**config.mk**
```make
export PLATFORM = sky130hd
export DESIGN_NAME = flappy_game_ctrl
export DESIGN_NICKNAME = d
export VERILOG_FILES = /design/src/rtl/flappy_pkg.sv /design/src/rtl/flappy_game_ctrl_pixel_compositor.sv /design/src/rtl/flappy_game_ctrl.sv
export SDC_FILE = /design/constraint.sdc
export NUM_CORES = 1
export LEC_CHECK = 0
export BUFFER_PORTS_ARGS = -buffer_cell sky130_fd_sc_hd__buf_4
export CORE_ASPECT_RATIO = 1.75
export CORE_MARGIN = 8
export CORE_UTILIZATION = 53
export CTS_BUF_LIST = sky130_fd_sc_hd__clkbuf_4
export CTS_CLUSTER_DIAMETER = 60
export DETAILED_ROUTE_END_ITERATION = 16
export HOLD_SLACK_MARGIN = 0.15
export PLACE_DENSITY = 0.84
export SYNTH_ARGS = -nofsm -noshare
export SYNTH_HDL_FRONTEND = slang
export SYNTH_SLANG_ARGS = --single-unit
```
**constraint.sdc**
```tcl
create_clock -name clk -period 2.6 [get_ports clk]
set_input_delay 0.52 -clock clk [delete_from_list [all_inputs] [get_ports clk]]
set_output_delay 0.52 -clock clk [all_outputs]
set_load 0.1 [all_outputs]
```
**src/rtl/flappy_pkg.sv**
```systemverilog
// Shared types, default colours and a bounding-box helper for the Flappy Bird
// game-control slice.
package flappy_pkg;

    // Encoding is visible on the state output: IDLE=0, PLAYING=1, PAUSED=2, OVER=3.
    typedef enum logic [1:0] {
        ST_IDLE    = 2'd0,
        ST_PLAYING = 2'd1,
        ST_PAUSED  = 2'd2,
        ST_OVER    = 2'd3
    } game_state_e;

    localparam int unsigned RGB_W        = 24;
    localparam int unsigned BOX_W        = 16;
    localparam logic [23:0] DEF_BG_RGB   = 24'hFFFFFF;
    localparam logic [23:0] DEF_PIPE_RGB = 24'h00FF00;
    localparam logic [23:0] DEF_BIRD_RGB = 24'hFF0000;

    // Inclusive unsigned box test; callers zero-extend coordinates to BOX_W.
    function automatic logic in_box(
        input logic [BOX_W-1:0] px,
        input logic [BOX_W-1:0] py,
        input logic [BOX_W-1:0] x0,
        input logic [BOX_W-1:0] x1,
        input logic [BOX_W-1:0] y0,
        input logic [BOX_W-1:0] y1
    );
        return (px >= x0) && (px <= x1) && (py >= y0) && (py <= y1);
    endfunction

endpackage

```
**src/rtl/flappy_game_ctrl_pixel_compositor.sv**
```systemverilog
// Registered pixel compositor: picks blank, pipe, bird or background colour
// for the current pixel, one cycle of latency.
// Ports: clk/reset, blank (force background), packed pipe boxes, bird box,
//        pixel x/y in; registered 24-bit rgb out.
module pixel_compositor
    import flappy_pkg::*;
#(
    parameter int unsigned NUM_PIPES = 3,
    parameter int unsigned X_W       = 10,
    parameter int unsigned Y_W       = 9,
    parameter logic [23:0] BG_RGB    = DEF_BG_RGB,
    parameter logic [23:0] PIPE_RGB  = DEF_PIPE_RGB,
    parameter logic [23:0] BIRD_RGB  = DEF_BIRD_RGB
) (
    input  logic                     clk,
    input  logic                     reset,
    input  logic                     blank,
    input  logic [NUM_PIPES*X_W-1:0] pipe_x0,
    input  logic [NUM_PIPES*X_W-1:0] pipe_x1,
    input  logic [NUM_PIPES*Y_W-1:0] pipe_y0,
    input  logic [NUM_PIPES*Y_W-1:0] pipe_y1,
    input  logic [X_W-1:0]           bird_x0,
    input  logic [X_W-1:0]           bird_x1,
    input  logic [Y_W-1:0]           bird_y0,
    input  logic [Y_W-1:0]           bird_y1,
    input  logic [X_W-1:0]           x,
    input  logic [Y_W-1:0]           y,
    output logic [RGB_W-1:0]         rgb
);

    logic             pipe_hit_c;
    logic             bird_hit_c;
    logic [RGB_W-1:0] colour_c;
    logic [RGB_W-1:0] rgb_q;

    // A pipe covers its column except for the gap between y1 and y0;
    // every pipe shares one colour so lowest-index priority reduces to an OR.
    always_comb begin
        pipe_hit_c = 1'b0;
        for (int unsigned i = 0; i < NUM_PIPES; i++) begin
            if ((x >= pipe_x0[i*X_W +: X_W]) && (x <= pipe_x1[i*X_W +: X_W]) &&
                ((y >= pipe_y0[i*Y_W +: Y_W]) || (y <= pipe_y1[i*Y_W +: Y_W]))) begin
                pipe_hit_c = 1'b1;
            end
        end
    end

    assign bird_hit_c = in_box(BOX_W'(x), BOX_W'(y),
                               BOX_W'(bird_x0), BOX_W'(bird_x1),
                               BOX_W'(bird_y0), BOX_W'(bird_y1));

    // Colour priority: blank, pipe, bird, background.
    always_comb begin
        colour_c = BG_RGB;
        if (blank) begin
            colour_c = BG_RGB;
        end else if (pipe_hit_c) begin
            colour_c = PIPE_RGB;
        end else if (bird_hit_c) begin
            colour_c = BIRD_RGB;
        end
    end

    always_ff @(posedge clk or posedge reset) begin
        if (reset) begin
            rgb_q <= BG_RGB;
        end else begin
            rgb_q <= colour_c;
        end
    end

    assign rgb = rgb_q;

endmodule

```
**src/rtl/flappy_game_ctrl.sv**
```systemverilog
// Game-control block: game-state FSM with pause, staggered pipe start,
// post-crash hold-off, high-score register and the pixel compositor.
// Ports: clk/reset; start_game, start_bird, pause_toggle, collision, score_in;
//        packed pipe boxes, bird box and pixel x/y in.
//        pipe_start, bird_run, advance, score_clr, game_over, paused, state,
//        high_score and registered r/g/b out.
module flappy_game_ctrl
    import flappy_pkg::*;
#(
    parameter int unsigned NUM_PIPES = 3,
    parameter int unsigned SPAWN_X   = 213,
    parameter int unsigned X_W       = 10,
    parameter int unsigned Y_W       = 9,
    parameter int unsigned SCORE_W   = 7,
    parameter int unsigned OVER_HOLD = 25_000_000,
    parameter logic [23:0] BG_RGB    = DEF_BG_RGB,
    parameter logic [23:0] PIPE_RGB  = DEF_PIPE_RGB,
    parameter logic [23:0] BIRD_RGB  = DEF_BIRD_RGB
) (
    input  logic                     clk,
    input  logic                     reset,
    input  logic                     start_game,
    input  logic                     start_bird,
    input  logic                     pause_toggle,
    input  logic                     collision,
    input  logic [SCORE_W-1:0]       score_in,
    input  logic [NUM_PIPES*X_W-1:0] pipe_x0,
    input  logic [NUM_PIPES*X_W-1:0] pipe_x1,
    input  logic [NUM_PIPES*Y_W-1:0] pipe_y0,
    input  logic [NUM_PIPES*Y_W-1:0] pipe_y1,
    input  logic [X_W-1:0]           bird_x0,
    input  logic [X_W-1:0]           bird_x1,
    input  logic [Y_W-1:0]           bird_y0,
    input  logic [Y_W-1:0]           bird_y1,
    input  logic [X_W-1:0]           x,
    input  logic [Y_W-1:0]           y,
    output logic [NUM_PIPES-1:0]     pipe_start,
    output logic                     bird_run,
    output logic                     advance,
    output logic                     score_clr,
    output logic                     game_over,
    output logic                     paused,
    output logic [1:0]               state,
    output logic [SCORE_W-1:0]       high_score,
    output logic [7:0]               r,
    output logic [7:0]               g,
    output logic [7:0]               b
);

    localparam int unsigned HOLD_W = (OVER_HOLD > 1) ? $clog2(OVER_HOLD) : 1;
    localparam logic [HOLD_W-1:0] HOLD_MAX = HOLD_W'(OVER_HOLD - 1);

    game_state_e          state_q;
    logic [NUM_PIPES-1:0] pipe_start_q;
    logic                 bird_run_q;
    logic                 advance_q;
    logic                 score_clr_q;
    logic [SCORE_W-1:0]   high_score_q;
    logic [HOLD_W-1:0]    hold_q;
    logic                 blank_c;
    logic [RGB_W-1:0]     rgb;

    // Game FSM with registered control outputs.
    always_ff @(posedge clk or posedge reset) begin
        if (reset) begin
            state_q      <= ST_IDLE;
            pipe_start_q <= '0;
            bird_run_q   <= 1'b0;
            advance_q    <= 1'b0;
            score_clr_q  <= 1'b0;
            high_score_q <= '0;
            hold_q       <= '0;
        end else begin
            score_clr_q <= 1'b0;
            case (state_q)
                ST_IDLE: begin
                    if (start_game) begin
                        state_q      <= ST_PLAYING;
                        score_clr_q  <= 1'b1;
                        pipe_start_q <= NUM_PIPES'(1);
                        bird_run_q   <= 1'b1;
                        advance_q    <= 1'b1;
                    end else if (start_bird) begin
                        bird_run_q <= 1'b1;
                        advance_q  <= 1'b1;
                    end
                end
                ST_PLAYING: begin
                    if (collision) begin
                        state_q      <= ST_OVER;
                        pipe_start_q <= '0;
                        bird_run_q   <= 1'b0;
                        advance_q    <= 1'b0;
                        hold_q       <= '0;
                        if (score_in > high_score_q) begin
                            high_score_q <= score_in;
                        end
                    end else begin
                        advance_q <= 1'b1;
                        // Each pipe launches once its predecessor reaches the spawn column.
                        for (int unsigned i = 1; i < NUM_PIPES; i++) begin
                            if (pipe_start_q[i-1] &&
                                (pipe_x0[(i-1)*X_W +: X_W] == X_W'(SPAWN_X))) begin
                                pipe_start_q[i] <= 1'b1;
                            end
                        end
                        if (pause_toggle) begin
                            state_q   <= ST_PAUSED;
                            advance_q <= 1'b0;
                        end
                    end
                end
                ST_PAUSED: begin
                    if (pause_toggle) begin
                        state_q   <= ST_PLAYING;
                        advance_q <= 1'b1;
                    end
                end
                ST_OVER: begin
                    // Restart is only accepted once the hold-off counter saturates.
                    if (hold_q != HOLD_MAX) begin
                        hold_q <= hold_q + HOLD_W'(1);
                    end else if (start_game) begin
                        state_q      <= ST_PLAYING;
                        score_clr_q  <= 1'b1;
                        pipe_start_q <= NUM_PIPES'(1);
                        bird_run_q   <= 1'b1;
                        advance_q    <= 1'b1;
                    end
                end
                default: state_q <= ST_IDLE;
            endcase
        end
    end

    assign blank_c = (state_q == ST_IDLE) || (state_q == ST_OVER);

    pixel_compositor #(
        .NUM_PIPES (NUM_PIPES),
        .X_W       (X_W),
        .Y_W       (Y_W),
        .BG_RGB    (BG_RGB),
        .PIPE_RGB  (PIPE_RGB),
        .BIRD_RGB  (BIRD_RGB)
    ) u_pixel_compositor (
        .clk     (clk),
        .reset   (reset),
        .blank   (blank_c),
        .pipe_x0 (pipe_x0),
        .pipe_x1 (pipe_x1),
        .pipe_y0 (pipe_y0),
        .pipe_y1 (pipe_y1),
        .bird_x0 (bird_x0),
        .bird_x1 (bird_x1),
        .bird_y0 (bird_y0),
        .bird_y1 (bird_y1),
        .x       (x),
        .y       (y),
        .rgb     (rgb)
    );

    assign pipe_start = pipe_start_q;
    assign bird_run   = bird_run_q;
    assign advance    = advance_q;
    assign score_clr  = score_clr_q;
    assign game_over  = (state_q == ST_OVER);
    assign paused     = (state_q == ST_PAUSED);
    assign state      = state_q;
    assign high_score = high_score_q;
    assign r          = rgb[23:16];
    assign g          = rgb[15:8];
    assign b          = rgb[7:0];

endmodule

```
==> results.sh <==
export IMPL_ios=225
export IMPL_cts_buffer_depth=2
export IMPL_setup_viol=0
export IMPL_multi_input_area_um2=4430
export IMPL_fin_cells=1127
export IMPL_clock_sinks=43
export IMPL_die_area_um2=15800
export IMPL_async_flop_share_pct=100
export IMPL_syn_to_final_growth_pct=29.2
export IMPL_met3RoutedLength_mm=1.38
export IMPL_synthXorXnorAreaFrac_pct=2.64
export IMPL_drc_errors=0
export IMPL_post_route_period_util_pct=88.9
export IMPL_wl_met2_mm=10.2
export IMPL_hpwl_mm=17.1
export IMPL_cp_endpoint="u_pixel_compositor.rgb[7]"
export IMPL_yosys_top_cells_area="ha_1 33%, dfrtp_1 16%, inv_1 9.6%, a21o_1 3.5%, a21oi_1 3.4%"
export IMPL_synth_cells=769
export IMPL_synth_warnings=0
export IMPL_p_leak_nw=4.74
export IMPL_drt_met1_wl_mm=6.68
export IMPL_synth_top_family_by_area="adder cells"
export IMPL_critPathRequiredTime_ns=2.91
export IMPL_skew_ns=0.00794
export IMPL_drt_vias_per_instance=5.47
export IMPL_synth_fa_ha_area_share_pct=32.5
export IMPL_firstDrtPassIters=4
export IMPL_core_rowCount=53
export IMPL_cts_buffers_inserted=5
export IMPL_design_area_um2=8150
export IMPL_outcome="finished clean"
export IMPL_cp_max_fo=8
export IMPL_root_buffer="clkbuf_4"
export IMPL_regArea_um2=1080
export IMPL_post_cts_resized=0
export IMPL_synthTopCellsByCount="164 x ha_1, 161 x inv_1, 43 x a21oi_1, 43 x nor2_1, 40 x dfrtp_1"
export IMPL_grt_setup_unrepaired="false"
export IMPL_drtIter0Drc=185
export IMPL_cap_violations=0
export IMPL_worstMarginPinSlew_ns=0.634
export IMPL_r2r_end="advance"
export IMPL_syn_area_um2=6310
export IMPL_startpoint="y[6]"
export IMPL_gp_congestion=0.950
export IMPL_ant_nets=0
export IMPL_final_hold_viol_count=0
export IMPL_worst_setup_path_end_kind="flop"
export IMPL_peakVddDrop_uv=723
export IMPL_worst_endpoint_arrival_ns=2.62
export IMPL_worst_hold_path_type="in -> async"
export IMPL_synthMuxAreaShare_pct=1.43
export IMPL_syn_nets=1117
export IMPL_synth_area_leader_cell="ha_1"
export IMPL_rrSetupSlack_ns=0.34
export IMPL_die_w_um=98.5
export IMPL_grt_max_degree=44
export IMPL_grt_pass1_wl_mm=31.4
export IMPL_startpoint_type="primary input"
export IMPL_slew_headroom_pct=57.2
export IMPL_post_cts_buffers=0
export IMPL_antenna_found_initial=1
export IMPL_coreArea_um2=11800
export IMPL_syn_mean_instance_area_um2=8.21
export IMPL_r2r_start="hold_q[0]"
export IMPL_avgRoutedWirePerCell_um=17.2
export IMPL_grt_pass1_vias=6710
export IMPL_dr_total_vias=6161
export IMPL_cts_tree="yes"
export IMPL_synth_top_area_share_pct=32.5
export IMPL_wirelength_mm=19.4
export IMPL_post_dp_cell_area_um2=8090
export IMPL_synth_cell_types=61
export IMPL_grt_ovfl_total=0
export IMPL_io_buffers=224
export IMPL_die_h_um=160
export IMPL_powerDensity_nw_per_um2=625
export IMPL_whs_ns=0.255
export IMPL_final_nets=1336
export IMPL_ctsHoldBuffers=0
export IMPL_fillers=989
export IMPL_synth_most_common_cell="ha_1"
export IMPL_ys_flop_type="dfrtp_1"
export IMPL_grtUsageTotal_pct=24.5
export IMPL_synth_enable_flop_cells=0
export IMPL_ys_ff_latch=43
export IMPL_rr_worst_depth=8
export IMPL_clk_latency_ns=0.38
export IMPL_drv_slew=0
export IMPL_postLayoutCoreUtil_pct=69.1
export IMPL_min_period_ns=2.31
export IMPL_dp_cells=1118
export IMPL_path_class="in -> reg"
export IMPL_setup_tns_ns=0
export IMPL_fmax_mhz=432
export IMPL_topRoutingLayerUsed="met4"
export IMPL_layout_drive_gt1_share_pct=28.3
export IMPL_start_util_pct=53.5
export IMPL_synthSimpleGateAreaFrac_pct=17.4
export IMPL_clkTransAtPathRegs_ns=0.15
export IMPL_synth_seq_area_share_pct=17.1
export IMPL_synth_compound_area_share_pct=16.1
export IMPL_htree_levels=2
==> sequential cells by signal, summed over array words and instances (netlist names) <==
name                    cells
advance                     1
bird_run                    1
state                       2
u_pixel_compositor.rgb      3
high_score                  7
hold_q                     25
score_clr                   1
pipe_start                  3
==> critical path: stages <==
cell	delay, ns
buf_4	0.15
ha_1	0.31
a21o_1	0.18
a21o_1	0.19
a221oi_1	0.39
o221ai_1	0.22
o311ai_0	0.23
o211ai_1	0.20
o21ai_0	0.23
==> area by class of cell <==
cell class	count	share of cell area, %
sequential	43	13.3
clock inverter	3	0.322
multi-input combinational	538	54.4
timing repair buffer	239	22.0
antenna	1	0.0307
clock buffer	5	0.460
inverter	161	7.41
tap	137	2.10
==> kinds of logic after synthesis <==
kind of cell | count (synthesis)
AND/OR/NAND/NOR | 190
buffers and inverters | 188
adder cells (fa/ha/maj) | 164
AO/OA/AOI/OAI | 157
flip-flops | 43
XOR/XNOR | 19
multiplexers | 8
==> per-stage QoR <==
step	setup WS, ns	total power [mW]
after floorplan	0.102	3.90
after global placement	-0.0293	4.69
after detailed placement	-0.0922	4.75
after CTS	0.318	5.13
after global routing	0.158	5.40
final	0.288	5.10
==> power by group <==
part / internal, mW / total [mW] / leakage [nW] / switching (mW)
clock network: 0.114 / 0.368 / 0.0362 / 0.253
logic: 1.06 / 3.73 / 4.15 / 2.67
registers: 0.828 / 0.998 / 0.555 / 0.169
==> worst min path at each step <==
stage                  startpoint       endpoint  slack [ns]
finish                      reset      hold_q[7]        0.26
detailed placement  pipe_start[2]  pipe_start[2]        0.49
floorplan              hold_q[24]     hold_q[24]        0.50
global route                reset      hold_q[6]        0.30
global placement    pipe_start[2]  pipe_start[2]        0.49
CTS                         reset      hold_q[7]        0.26
==> cells in the final DEF, fill, tap and decap left out, types with 4 or more instances in the layout <==
cell      synthesis  routed
buf_4            21     239
ha_1            164     163
inv_1           161     161
nor2_1           43      43
a21oi_1          43      43
dfrtp_1          40      37
nand2_1          31      31
o21ai_0          30      30
a21o_1           29      29
nand4_1          21      21
nand3_1          19      19
xnor2_1          12      12
nand2b_1         12      12
nor2b_1          10      10
nor3_1           10      10
and4_1            8       8
xor2_1            7       7
mux2_2            7       7
o21a_1            7       7
a211oi_1          7       7
and3_1            6       6
or3_1             5       5
clkbuf_4          0       5
o22ai_1           4       4
a31oi_1           4       4
==> layer usage <==
layer  track usage (%)  vias up
li1                  -     3097
met1              22.2     2789
met2              46.5      211
met3              7.28       64
met4              14.1        0
met5                 0        -
Note: power is estimated with default switching activity, not from simulation.
